File: src/rtl/mem_arbiter.sv
// Two-requester round-robin arbiter in front of a single-ported memory.
// Optional BUSY timeout with error reporting is enabled by defining ARB_TIMEOUT_EN.
module mem_arbiter #(
  parameter int ADDR_W  = 32,
  parameter int DATA_W  = 32,
  parameter int TIMEOUT = 15
) (
  input  logic              clk,
  input  logic              rst,
  // requester 0 (CPU data port)
  input  logic              r0_read,
  input  logic              r0_write,
  input  logic [ADDR_W-1:0] r0_addr,
  input  logic [DATA_W-1:0] r0_wdata,
  output logic [DATA_W-1:0] r0_rdata,
  output logic              r0_ack,
  output logic              r0_err,
  // requester 1 (DMA/debug port)
  input  logic              r1_read,
  input  logic              r1_write,
  input  logic [ADDR_W-1:0] r1_addr,
  input  logic [DATA_W-1:0] r1_wdata,
  output logic [DATA_W-1:0] r1_rdata,
  output logic              r1_ack,
  output logic              r1_err,
  // shared memory port
  output logic              mem_read,
  output logic              mem_write,
  output logic [ADDR_W-1:0] mem_addr,
  output logic [DATA_W-1:0] mem_wdata,
  input  logic [DATA_W-1:0] mem_rdata,
  input  logic              mem_ready,
  output logic              busy
);

  typedef enum logic [1:0] {
    IDLE = 2'd0,
    BUSY = 2'd1,
    DONE = 2'd2
  } state_t;

  state_t              state_q, state_d;
  logic                gnt_q, gnt_d;
  logic                last_q, last_d;
  logic                wr_q, wr_d;
  logic [ADDR_W-1:0]   addr_q, addr_d;
  logic [DATA_W-1:0]   wdata_q, wdata_d;
  logic [DATA_W-1:0]   r0_rdata_q, r0_rdata_d;
  logic [DATA_W-1:0]   r1_rdata_q, r1_rdata_d;

  logic act0, act1, pick1;

`ifdef ARB_TIMEOUT_EN
  localparam int CNT_W = (TIMEOUT < 2) ? 1 : $clog2(TIMEOUT + 1);
  logic             err_q, err_d;
  logic [CNT_W-1:0] cnt_q, cnt_d;
`endif

  assign act0  = r0_read | r0_write;
  assign act1  = r1_read | r1_write;
  // Requester 1 wins when alone, or on a tie when requester 0 was served last.
  assign pick1 = act1 & (~act0 | ~last_q);

  always_comb begin
    state_d    = state_q;
    gnt_d      = gnt_q;
    last_d     = last_q;
    wr_d       = wr_q;
    addr_d     = addr_q;
    wdata_d    = wdata_q;
    r0_rdata_d = r0_rdata_q;
    r1_rdata_d = r1_rdata_q;
`ifdef ARB_TIMEOUT_EN
    err_d      = err_q;
    cnt_d      = cnt_q;
`endif

    case (state_q)
      IDLE: begin
        if (act0 || act1) begin
          state_d = BUSY;
          gnt_d   = pick1;
          wr_d    = pick1 ? r1_write : r0_write;
          addr_d  = pick1 ? r1_addr  : r0_addr;
          wdata_d = pick1 ? r1_wdata : r0_wdata;
`ifdef ARB_TIMEOUT_EN
          err_d   = 1'b0;
          cnt_d   = '0;
`endif
        end
      end
      BUSY: begin
        if (mem_ready) begin
          state_d = DONE;
          last_d  = gnt_q;
          if (!wr_q) begin
            if (gnt_q) r1_rdata_d = mem_rdata;
            else       r0_rdata_d = mem_rdata;
          end
        end
`ifdef ARB_TIMEOUT_EN
        else if (cnt_q == CNT_W'(TIMEOUT - 1)) begin
          // Give up: complete with an error and zeroed read data.
          state_d = DONE;
          last_d  = gnt_q;
          err_d   = 1'b1;
          if (gnt_q) r1_rdata_d = '0;
          else       r0_rdata_d = '0;
        end else begin
          cnt_d = cnt_q + CNT_W'(1);
        end
`endif
      end
      DONE: begin
        state_d = IDLE;
      end
      default: begin
        state_d = IDLE;
      end
    endcase
  end

  always_ff @(posedge clk or negedge rst) begin
    if (!rst) begin
      state_q    <= IDLE;
      gnt_q      <= 1'b0;
      last_q     <= 1'b1;
      wr_q       <= 1'b0;
      addr_q     <= '0;
      wdata_q    <= '0;
      r0_rdata_q <= '0;
      r1_rdata_q <= '0;
    end else begin
      state_q    <= state_d;
      gnt_q      <= gnt_d;
      last_q     <= last_d;
      wr_q       <= wr_d;
      addr_q     <= addr_d;
      wdata_q    <= wdata_d;
      r0_rdata_q <= r0_rdata_d;
      r1_rdata_q <= r1_rdata_d;
    end
  end

`ifdef ARB_TIMEOUT_EN
  always_ff @(posedge clk or negedge rst) begin
    if (!rst) begin
      err_q <= 1'b0;
      cnt_q <= '0;
    end else begin
      err_q <= err_d;
      cnt_q <= cnt_d;
    end
  end

  assign r0_err = (state_q == DONE) & ~gnt_q & err_q;
  assign r1_err = (state_q == DONE) &  gnt_q & err_q;
`else
  assign r0_err = 1'b0;
  assign r1_err = 1'b0;
`endif

  assign mem_read  = (state_q == BUSY) & ~wr_q;
  assign mem_write = (state_q == BUSY) &  wr_q;
  assign mem_addr  = addr_q;
  assign mem_wdata = wdata_q;
  assign r0_ack    = (state_q == DONE) & ~gnt_q;
  assign r1_ack    = (state_q == DONE) &  gnt_q;
  assign r0_rdata  = r0_rdata_q;
  assign r1_rdata  = r1_rdata_q;
  assign busy      = (state_q != IDLE);

endmodule

File: config.mk
export PLATFORM = sky130hd
export DESIGN_NAME = mem_arbiter
export DESIGN_NICKNAME = d
export VERILOG_FILES = /design/src/rtl/mem_arbiter.sv
export SDC_FILE = /design/constraint.sdc
export NUM_CORES = 1
export LEC_CHECK = 0
export CELL_PAD_IN_SITES_DETAIL_PLACEMENT = 2
export CELL_PAD_IN_SITES_GLOBAL_PLACEMENT = 2
export CORE_MARGIN = 1.5
export CORE_UTILIZATION = 27
export CTS_CLUSTER_DIAMETER = 60
export DETAILED_ROUTE_END_ITERATION = 8
export PLACE_DENSITY = 0.93
export SLEW_MARGIN = 25
export SYNTH_ARGS = -nofsm -noshare
export SYNTH_HDL_FRONTEND = slang
export SYNTH_SLANG_ARGS = --single-unit
File: constraint.sdc
create_clock -name clk -period 2.48 [get_ports clk]
set_input_delay 0.496 -clock clk [delete_from_list [all_inputs] [get_ports clk]]
set_output_delay 0.496 -clock clk [all_outputs]
set_load 0.02 [all_outputs]
### Yosys cells after proc, flatten, opt, wreduce, memory -nomap -nowiden

Cells that the tools add are included.

| storage, ports and cells | value |
|---|---|
| memories kept | 0 |
| latch bits | 0 |
| register bits | 133 |
| RAM bits | 0 |
| ROM bits | 0 |

| operators by class | value |
|---|---|
| add/subtract/negate cells | 0 |
| bitwise operators | 12 |
| eq/ne operators | 4 |
| divide/modulo/power cells | 0 |
| multipliers | 0 |
| multiplexer cells | 6 |
| shift operators | 0 |
| reductions and logical operators | 8 |
| order comparisons | 0 |

Operators by type and width:

| kind | number |
|---|---|
| $mux 32 | 2 |
| $reduce_and 4->1 | 2 |
| $reduce_and 2->1 | 3 |
| $and 1x1->1 | 5 |
| $mux 2 | 2 |
| $ne 2x2->1 const B | 2 |
| $not 1->1 | 4 |
| $pmux 2 s2 | 1 |
| $or 1x1->1 | 3 |
| $eq 2x1->1 const B | 1 |
| $eq 2x2->1 const B | 1 |
| $logic_not 2->1 | 1 |
| $reduce_bool 2->1 | 1 |
| $logic_or 1x1->1 | 1 |
| $mux 1 | 1 |

### Longest topological paths before layout

Gate-level depths: netlist of run 1.

| depth | value |
|---|---|
| depth after elaboration | 5 |
| gate-level depth with buffers | 6 |
| gate-level depth less buffers | 3 |

### Worst setup path after synthesis of run 1

No wires, ideal clock.

| timing path | value |
|---|---|
| path type | register to register |
| start point | register state_q[1] |
| end point | register r0_rdata_q[10] (netlist: r0_rdata[10]) |
| arrival | 1622 ps |
| setup slack | 731 ps |
| required time | 2353 ps |
| stages on the path, launching flop included | 6 |
| clock period less this slack | 1749 ps |
| setup time | 127 ps |
| cells stage by stage | dfrtp_1 nor3b_2 and3b_1 buf_2 buf_6 mux2_1 |

| on the way | value |
|---|---|
| longest elaborated chain between the ends | 2 |

Ends and longest elaborated chain:

| what | line | source |
|---|---|---|
| start, declared | 42 | `state_t state_q, state_d;` |
| start signal, assigned | 134 | `state_q <= state_d;` |
| $eq 2x1->1 | 78 | `case (state_q)` |
| $reduce_and 4->1 (no source line) | - |  |
| end signal, assigned | 140 | `r0_rdata_q <= r0_rdata_d;` |
| end, declared | 48 | `logic [DATA_W-1:0] r0_rdata_q, r0_rdata_d;` |

Every way passes these cells.
A chain may end at the register's enable or synchronous reset.

### Final worst setup path of run 1

| timing path | value |
|---|---|
| start point | register gnt_q |
| end point | output r0_ack |

| on the way | value |
|---|---|
| longest elaborated chain between the ends | 2 |

Ends and longest elaborated chain:

| what | line | source |
|---|---|---|
| start, declared | 43 | `logic gnt_q, gnt_d;` |
| start signal, assigned | 135 | `gnt_q <= gnt_d;` |
| $not 1->1 (no source line) | - |  |
| $and 1x1->1 | 167 | `assign r0_ack = (state_q == DONE) & ~gnt_q;` |
| end, declared | 16 | `output logic r0_ack,` |

Every way passes these cells.

==> results of run 1 <==
-- how the worst max path moves through the flow --
stage                     cells after the start  slack [ns]            to  startpoint
after global routing                          3       0.007     mem_write  state_q[1]
after floorplan                               5        0.73  r0_rdata[10]  state_q[1]
after global placement                        6        0.28  mem_addr[15]     r0_read
after CTS                                     2        0.02        r0_ack       gnt_q
final                                         2        0.11        r0_ack       gnt_q
after detailed placement                      6        0.18  mem_addr[28]     r0_read
-- stage by stage --
| step | cell area (sq um) | hold WS, ns |
|---|---|---|
| 2_1_floorplan | 6240 | 0.200 |
| 3_3_place_gp | 9560 | 0.467 |
| 3_5_place_dp | 9560 | 0.474 |
| 4_1_cts | 10200 | 0.0185 |
| 5_1_grt | 10200 | 0.0280 |
| 6_report | 10200 | 0.00585 |
-- critical path: stages (launching register included) --
cell and delay, ns:
dfrtp_1 0.43, nor3b_1 0.34, clkdlybuf4s50_1 0.71
-- layout make-up --
class / count / area share, %
multi-input combinational: 284 / 25.9
timing repair buffer: 317 / 31.9
clock inverter: 13 / 1.67
tap: 285 / 3.51
sequential: 133 / 32.7
clock buffer: 18 / 4.32
-- cell families after synthesis --
| logic type | count (synthesis) | synth area share [%] |
|---|---|---|
| AOI/OAI and AO/OA | 198 | 27.8 |
| other | 1 | 0.0601 |
| muxes | 65 | 11.7 |
| buffers and inverters | 57 | 4.79 |
| DFF | 133 | 53.4 |
| and+or+nand+nor | 19 | 2.29 |
-- routing by layer --
layer	global-route usage, %	vias to the layer above
li1	-	2409
met1	23.0	2787
met2	35.5	232
met3	7.38	22
met4	6.14	0
met5	0	-
-- state kept, by name, summed over array words and instances, names as in the netlist --
| name | count |
|---|---|
| gnt_q | 1 |
| last_q | 1 |
| mem_addr | 32 |
| mem_wdata | 32 |
| r0_rdata | 32 |
| r1_rdata | 32 |
| state_q | 2 |
| wr_q | 1 |
-- where the power goes --
group / total [W] / internal (W) / switching [W]
Sequential: 0.00402 / 0.00330 / 0.000726
Clock: 0.00266 / 0.00162 / 0.00104
Combinational: 0.00734 / 0.00370 / 0.00365
Total: 0.0140 / 0.00862 / 0.00541
-- synth_stat cells, types with 3 or more instances --
cell type / n
dfrtp_1: 132
o21ai_0: 64
mux2_1: 62
a311oi_1: 54
a2bb2oi_1: 34
a2bb2oi_2: 30
clkbuf_1: 23
buf_2: 20
a311oi_2: 10
buf_4: 6
buf_6: 5
buf_1: 3
mux2_2: 3
or2_1: 3
==> results.sh, run 1 <==
export IMPL_rsz0062_at_grt="no"
export IMPL_fin_ws_ns=0.112
export IMPL_arrival_ns=1.87
export IMPL_drc=0
export IMPL_initial_core_util_pct=27.6
export IMPL_antenna_cells=0
export IMPL_critical_path_class="flop to output pin"
export IMPL_grt_pass1_wl_um=37500
export IMPL_synth_area_sq_mm=0.00624
export IMPL_maxCapViolCount=0
export IMPL_seq_area_frac_synth_pct=53.4
export IMPL_fin_worst_skew_ns=0.0224
export IMPL_synth_top_cell_area_share_pct=52.9
export IMPL_wl_met1_um=9540
export IMPL_regArea_sq_mm=0.00333
export IMPL_cts_root_buf="clkbuf_16"
export IMPL_areaGrowthSynthToFinish_pct=63.0
export IMPL_r2r_setup_slack_ns=0.50
export IMPL_p_leak_nw=3.92
export IMPL_post_route_util_pct=44.9
export IMPL_row_count=55
export IMPL_die_area_sq_mm=0.0240
export IMPL_postCtsSetupRepairBufs=0
export IMPL_yosys_area_top_type="dfrtp_1"
export IMPL_syn_inst=473
export IMPL_pin_count=302
export IMPL_final_common_cell="clkdlybuf4s50_1"
export IMPL_hold_viol_final=0
export IMPL_cp_end_kind="output pin"
export IMPL_vias_per_cell=5.19
export IMPL_dp_hpwl_um=17000
export IMPL_worstMarginPinSlew_ns=0.569
export IMPL_met3WireLength_um=2060
export IMPL_ys_flop_type="dfrtp_1"
export IMPL_grt_use_total_pct=20.3
export IMPL_ys_types=34
export IMPL_ys_seq_elements=133
export IMPL_routed_top_layer="met4"
export IMPL_drv_slew=0
export IMPL_drt_wl_total_um=24200
export IMPL_grt_pass1_vias=6204
export IMPL_htreeDepth=4
export IMPL_drtIter0Drc=131
export IMPL_post_route_min_period_ns=2.37
export IMPL_grt_remaining_overflow=0
export IMPL_clk_pin_slew_ns=0.07
export IMPL_die_w_um=155
export IMPL_gp_congestion=0.720
export IMPL_die_y_um=155
export IMPL_synth_async_reset_ratio_pct=100
export IMPL_nNetsFinal=920
export IMPL_reg2reg_from="state_q[1]"
export IMPL_via_count=5450
export IMPL_relSlewSlack_pct=62.1
export IMPL_rr_endpoint="mem_wdata[26]"
export IMPL_grt_max_degree=66
export IMPL_p_per_area_mw_per_mm2=1380
export IMPL_multi_input_area_sq_mm=0.00263
export IMPL_fmax_mhz=422
export IMPL_antenna_found_initial=0
export IMPL_instances_no_fill=1050
export IMPL_cts_tree="yes"
export IMPL_routedWlPerCell_um=23.0
export IMPL_clock_sinks=133
export IMPL_n_fill_cell=2234
export IMPL_ant_nets=0
export IMPL_yosys_top_cells_area="dfrtp_1, mux2_1, a311oi_1, a2bb2oi_2, o21ai_0"
export IMPL_mostFrequentLayoutCells="clkdlybuf4s50_1, dfrtp_1, o21ai_0"
export IMPL_dp_cells=1019
export IMPL_drive_above_1_share_pct=13.3
export IMPL_cts_resized=0
export IMPL_p_total_w=0.0140
export IMPL_irDropWorstVdd_uv=514
export IMPL_min_delay_path_class="primary input to asynchronous set/reset pin"
export IMPL_path_max_fanout=6
export IMPL_pre_cts_ws_ns=0.183
export IMPL_syn_avg_cell_area_sq_um=13.2
export IMPL_cts_buffers=17
export IMPL_wl_met2_um=12200
export IMPL_fin_crit_sh_pct=95.5
export IMPL_run_status="finished, final reports clean"
export IMPL_critical_path_required_ns=1.98
export IMPL_synth_enable_flop_cells=0
export IMPL_core_sq_mm=0.0226
export IMPL_yosys_warnings=0
export IMPL_cts_max_path_buffers=2
export IMPL_crit_path_start_kind="flop"
export IMPL_portBuffers=299
export IMPL_drt_pass1_iter_count=4
export IMPL_worstSkewPairLatency_ns=0.42
export IMPL_tns_ns=0
export IMPL_postCtsHoldBufs=0
export IMPL_finalSetupViolations=0
export IMPL_reg2reg_depth=5
Note: power is estimated with default switching activity, not from simulation.
==> run 2, diff against run 1 <==
- CORE_MARGIN: 1.5 -> 2
- CORE_UTILIZATION: 27 -> 25
- PLACE_DENSITY: 0.93 -> 0.87
- clock period: 2.48 -> 2.4 ns (I/O delays scaled with it)
==> results.sh, run 2 (synthesis gave the netlist of run 1 again) <==
export IMPL_whs_path_depth=1
export IMPL_cts_max_path_buffers=2
export IMPL_grt_pass1_wl_um=38400
export IMPL_p_per_area_mw_per_mm2=1400
export IMPL_die_y_um=162
export IMPL_postCtsSetupRepairBufs=0
export IMPL_rsz0062_at_grt="no"
export IMPL_fin_worst_skew_ns=0.0103
export IMPL_die_w_um=162
export IMPL_reg2reg_from="state_q[1]"
export IMPL_run_status="finished, final reports clean"
export IMPL_drv_slew=0
export IMPL_clk_pin_slew_ns=0.07
export IMPL_post_route_min_period_ns=2.31
export IMPL_row_count=57
export IMPL_maxCapViolCount=0
export IMPL_p_leak_nw=3.95
export IMPL_drc=0
export IMPL_die_area_sq_mm=0.0262
export IMPL_via_count=5484
export IMPL_path_max_fanout=5
export IMPL_instances_no_fill=1098
export IMPL_final_common_cell="clkdlybuf4s50_1"
export IMPL_gp_congestion=0.778
export IMPL_portBuffers=299
export IMPL_htreeDepth=4
export IMPL_reg2reg_depth=5
export IMPL_antenna_found_initial=0
export IMPL_n_fill_cell=2451
export IMPL_irDropWorstVdd_uv=466
export IMPL_critical_path_class="flop to output pin"
export IMPL_drt_pass1_iter_count=4
export IMPL_crit_buf_inv=1
export IMPL_worstMarginPinSlew_ns=0.569
export IMPL_cp_cell_sequence="nor3b_2, clkdlybuf4s50_1"
export IMPL_cts_buffers=17
export IMPL_initial_core_util_pct=25.6
export IMPL_pin_count=302
export IMPL_vias_per_cell=4.99
export IMPL_nNetsFinal=928
export IMPL_cts_tree="yes"
export IMPL_fmax_mhz=433
export IMPL_crit_path_start_kind="flop"
export IMPL_regArea_sq_mm=0.00333
export IMPL_cp_end_kind="output pin"
export IMPL_critical_path_required_ns=1.92
export IMPL_grt_max_degree=66
export IMPL_antenna_cells=0
export IMPL_cpPeakStageDelay_ns=0.69
export IMPL_dp_cells=1065
export IMPL_areaGrowthSynthToFinish_pct=64.5
export IMPL_min_delay_path_class="flop to flop"
export IMPL_slowest_stage="clkdlybuf4s50_1"
export IMPL_hold_viol_final=0
export IMPL_grt_use_total_pct=19.2
export IMPL_drtIter0Drc=212
export IMPL_arrival_ns=1.83
export IMPL_holdCritStartpoint="r0_rdata[21]"
export IMPL_cp_top_family="buffers and inverters"
export IMPL_multi_input_area_sq_mm=0.00264
export IMPL_cp_num_cells=2
export IMPL_worstSkewPairLatency_ns=0.42
export IMPL_drt_wl_total_um=24900
export IMPL_cts_root_buf="clkbuf_16"
export IMPL_cp_startpoint="state_q[1]"
export IMPL_finalSetupViolations=0
export IMPL_grt_remaining_overflow=0
export IMPL_ant_nets=0
export IMPL_mostFrequentLayoutCells="clkdlybuf4s50_1, dfrtp_1, o21ai_0"
export IMPL_clock_sinks=133
export IMPL_tns_ns=0
export IMPL_relSlewSlack_pct=62.1
export IMPL_dp_hpwl_um=17900
export IMPL_drive_above_1_share_pct=14.5
export IMPL_grt_pass1_vias=6282
export IMPL_routedWlPerCell_um=22.7
export IMPL_core_sq_mm=0.0244
export IMPL_fin_crit_sh_pct=96.1
[run 2: metal layers]
metal	up-vias	track usage (%)	routed length, um
met5	-	0	0
met4	0	4.75	258
met3	19	5.72	1820
met2	223	34.2	12600
met1	2809	22.5	10300
li1	2433	-	-
[run 2: path summary, 6_finish.rpt]
kind                                 endpoint  slack, ns
worst max-delay path                 mem_read       0.09
worst min register to register   r0_rdata[21]       0.49
max in group asynchronous              last_q       1.21
worst max register to register  mem_wdata[27]       0.48
min in group asynchronous         mem_addr[3]       0.52
worst min-delay path             r0_rdata[21]       0.49
[run 2: report_power, final]
group / internal (W) / switching (W)
clock: 0.00140 / 0.00117
sequential: 0.00340 / 0.000768
combinational: 0.00385 / 0.00381
total: 0.00866 / 0.00575
[run 2: what timing repair did]
item                                    CTS  global route
cloned                                    0             0
resized for setup                         1             1
hold buffers                              1             0
endpoints found under the setup margin    1             1
endpoints found under the hold margin    30             0
[run 2: final cells by class]
class | count | area share, %
Clock buffer | 18 | 4.28
Clock inverter | 14 | 1.28
Multi-Input combinational cell | 284 | 25.7
Sequential cell | 133 | 32.4
Tap cell | 324 | 3.95
Timing Repair Buffer | 325 | 32.3
[run 2: through the flow]
step	total power [W]	hold WS [ns]	setup WS, ns	util (%)	instance area, sq um
floorplan	0.00820	0.184	0.651	-	6240
global placement	0.0116	0.393	0.175	39.7	9680
detailed placement	0.0120	0.394	0.0605	39.7	9680
CTS	0.0146	0.492	0.0363	42.1	10300
global route	0.0152	0.504	0.00356	42.1	10300
finish	0.0144	0.487	0.0929	42.1	10300
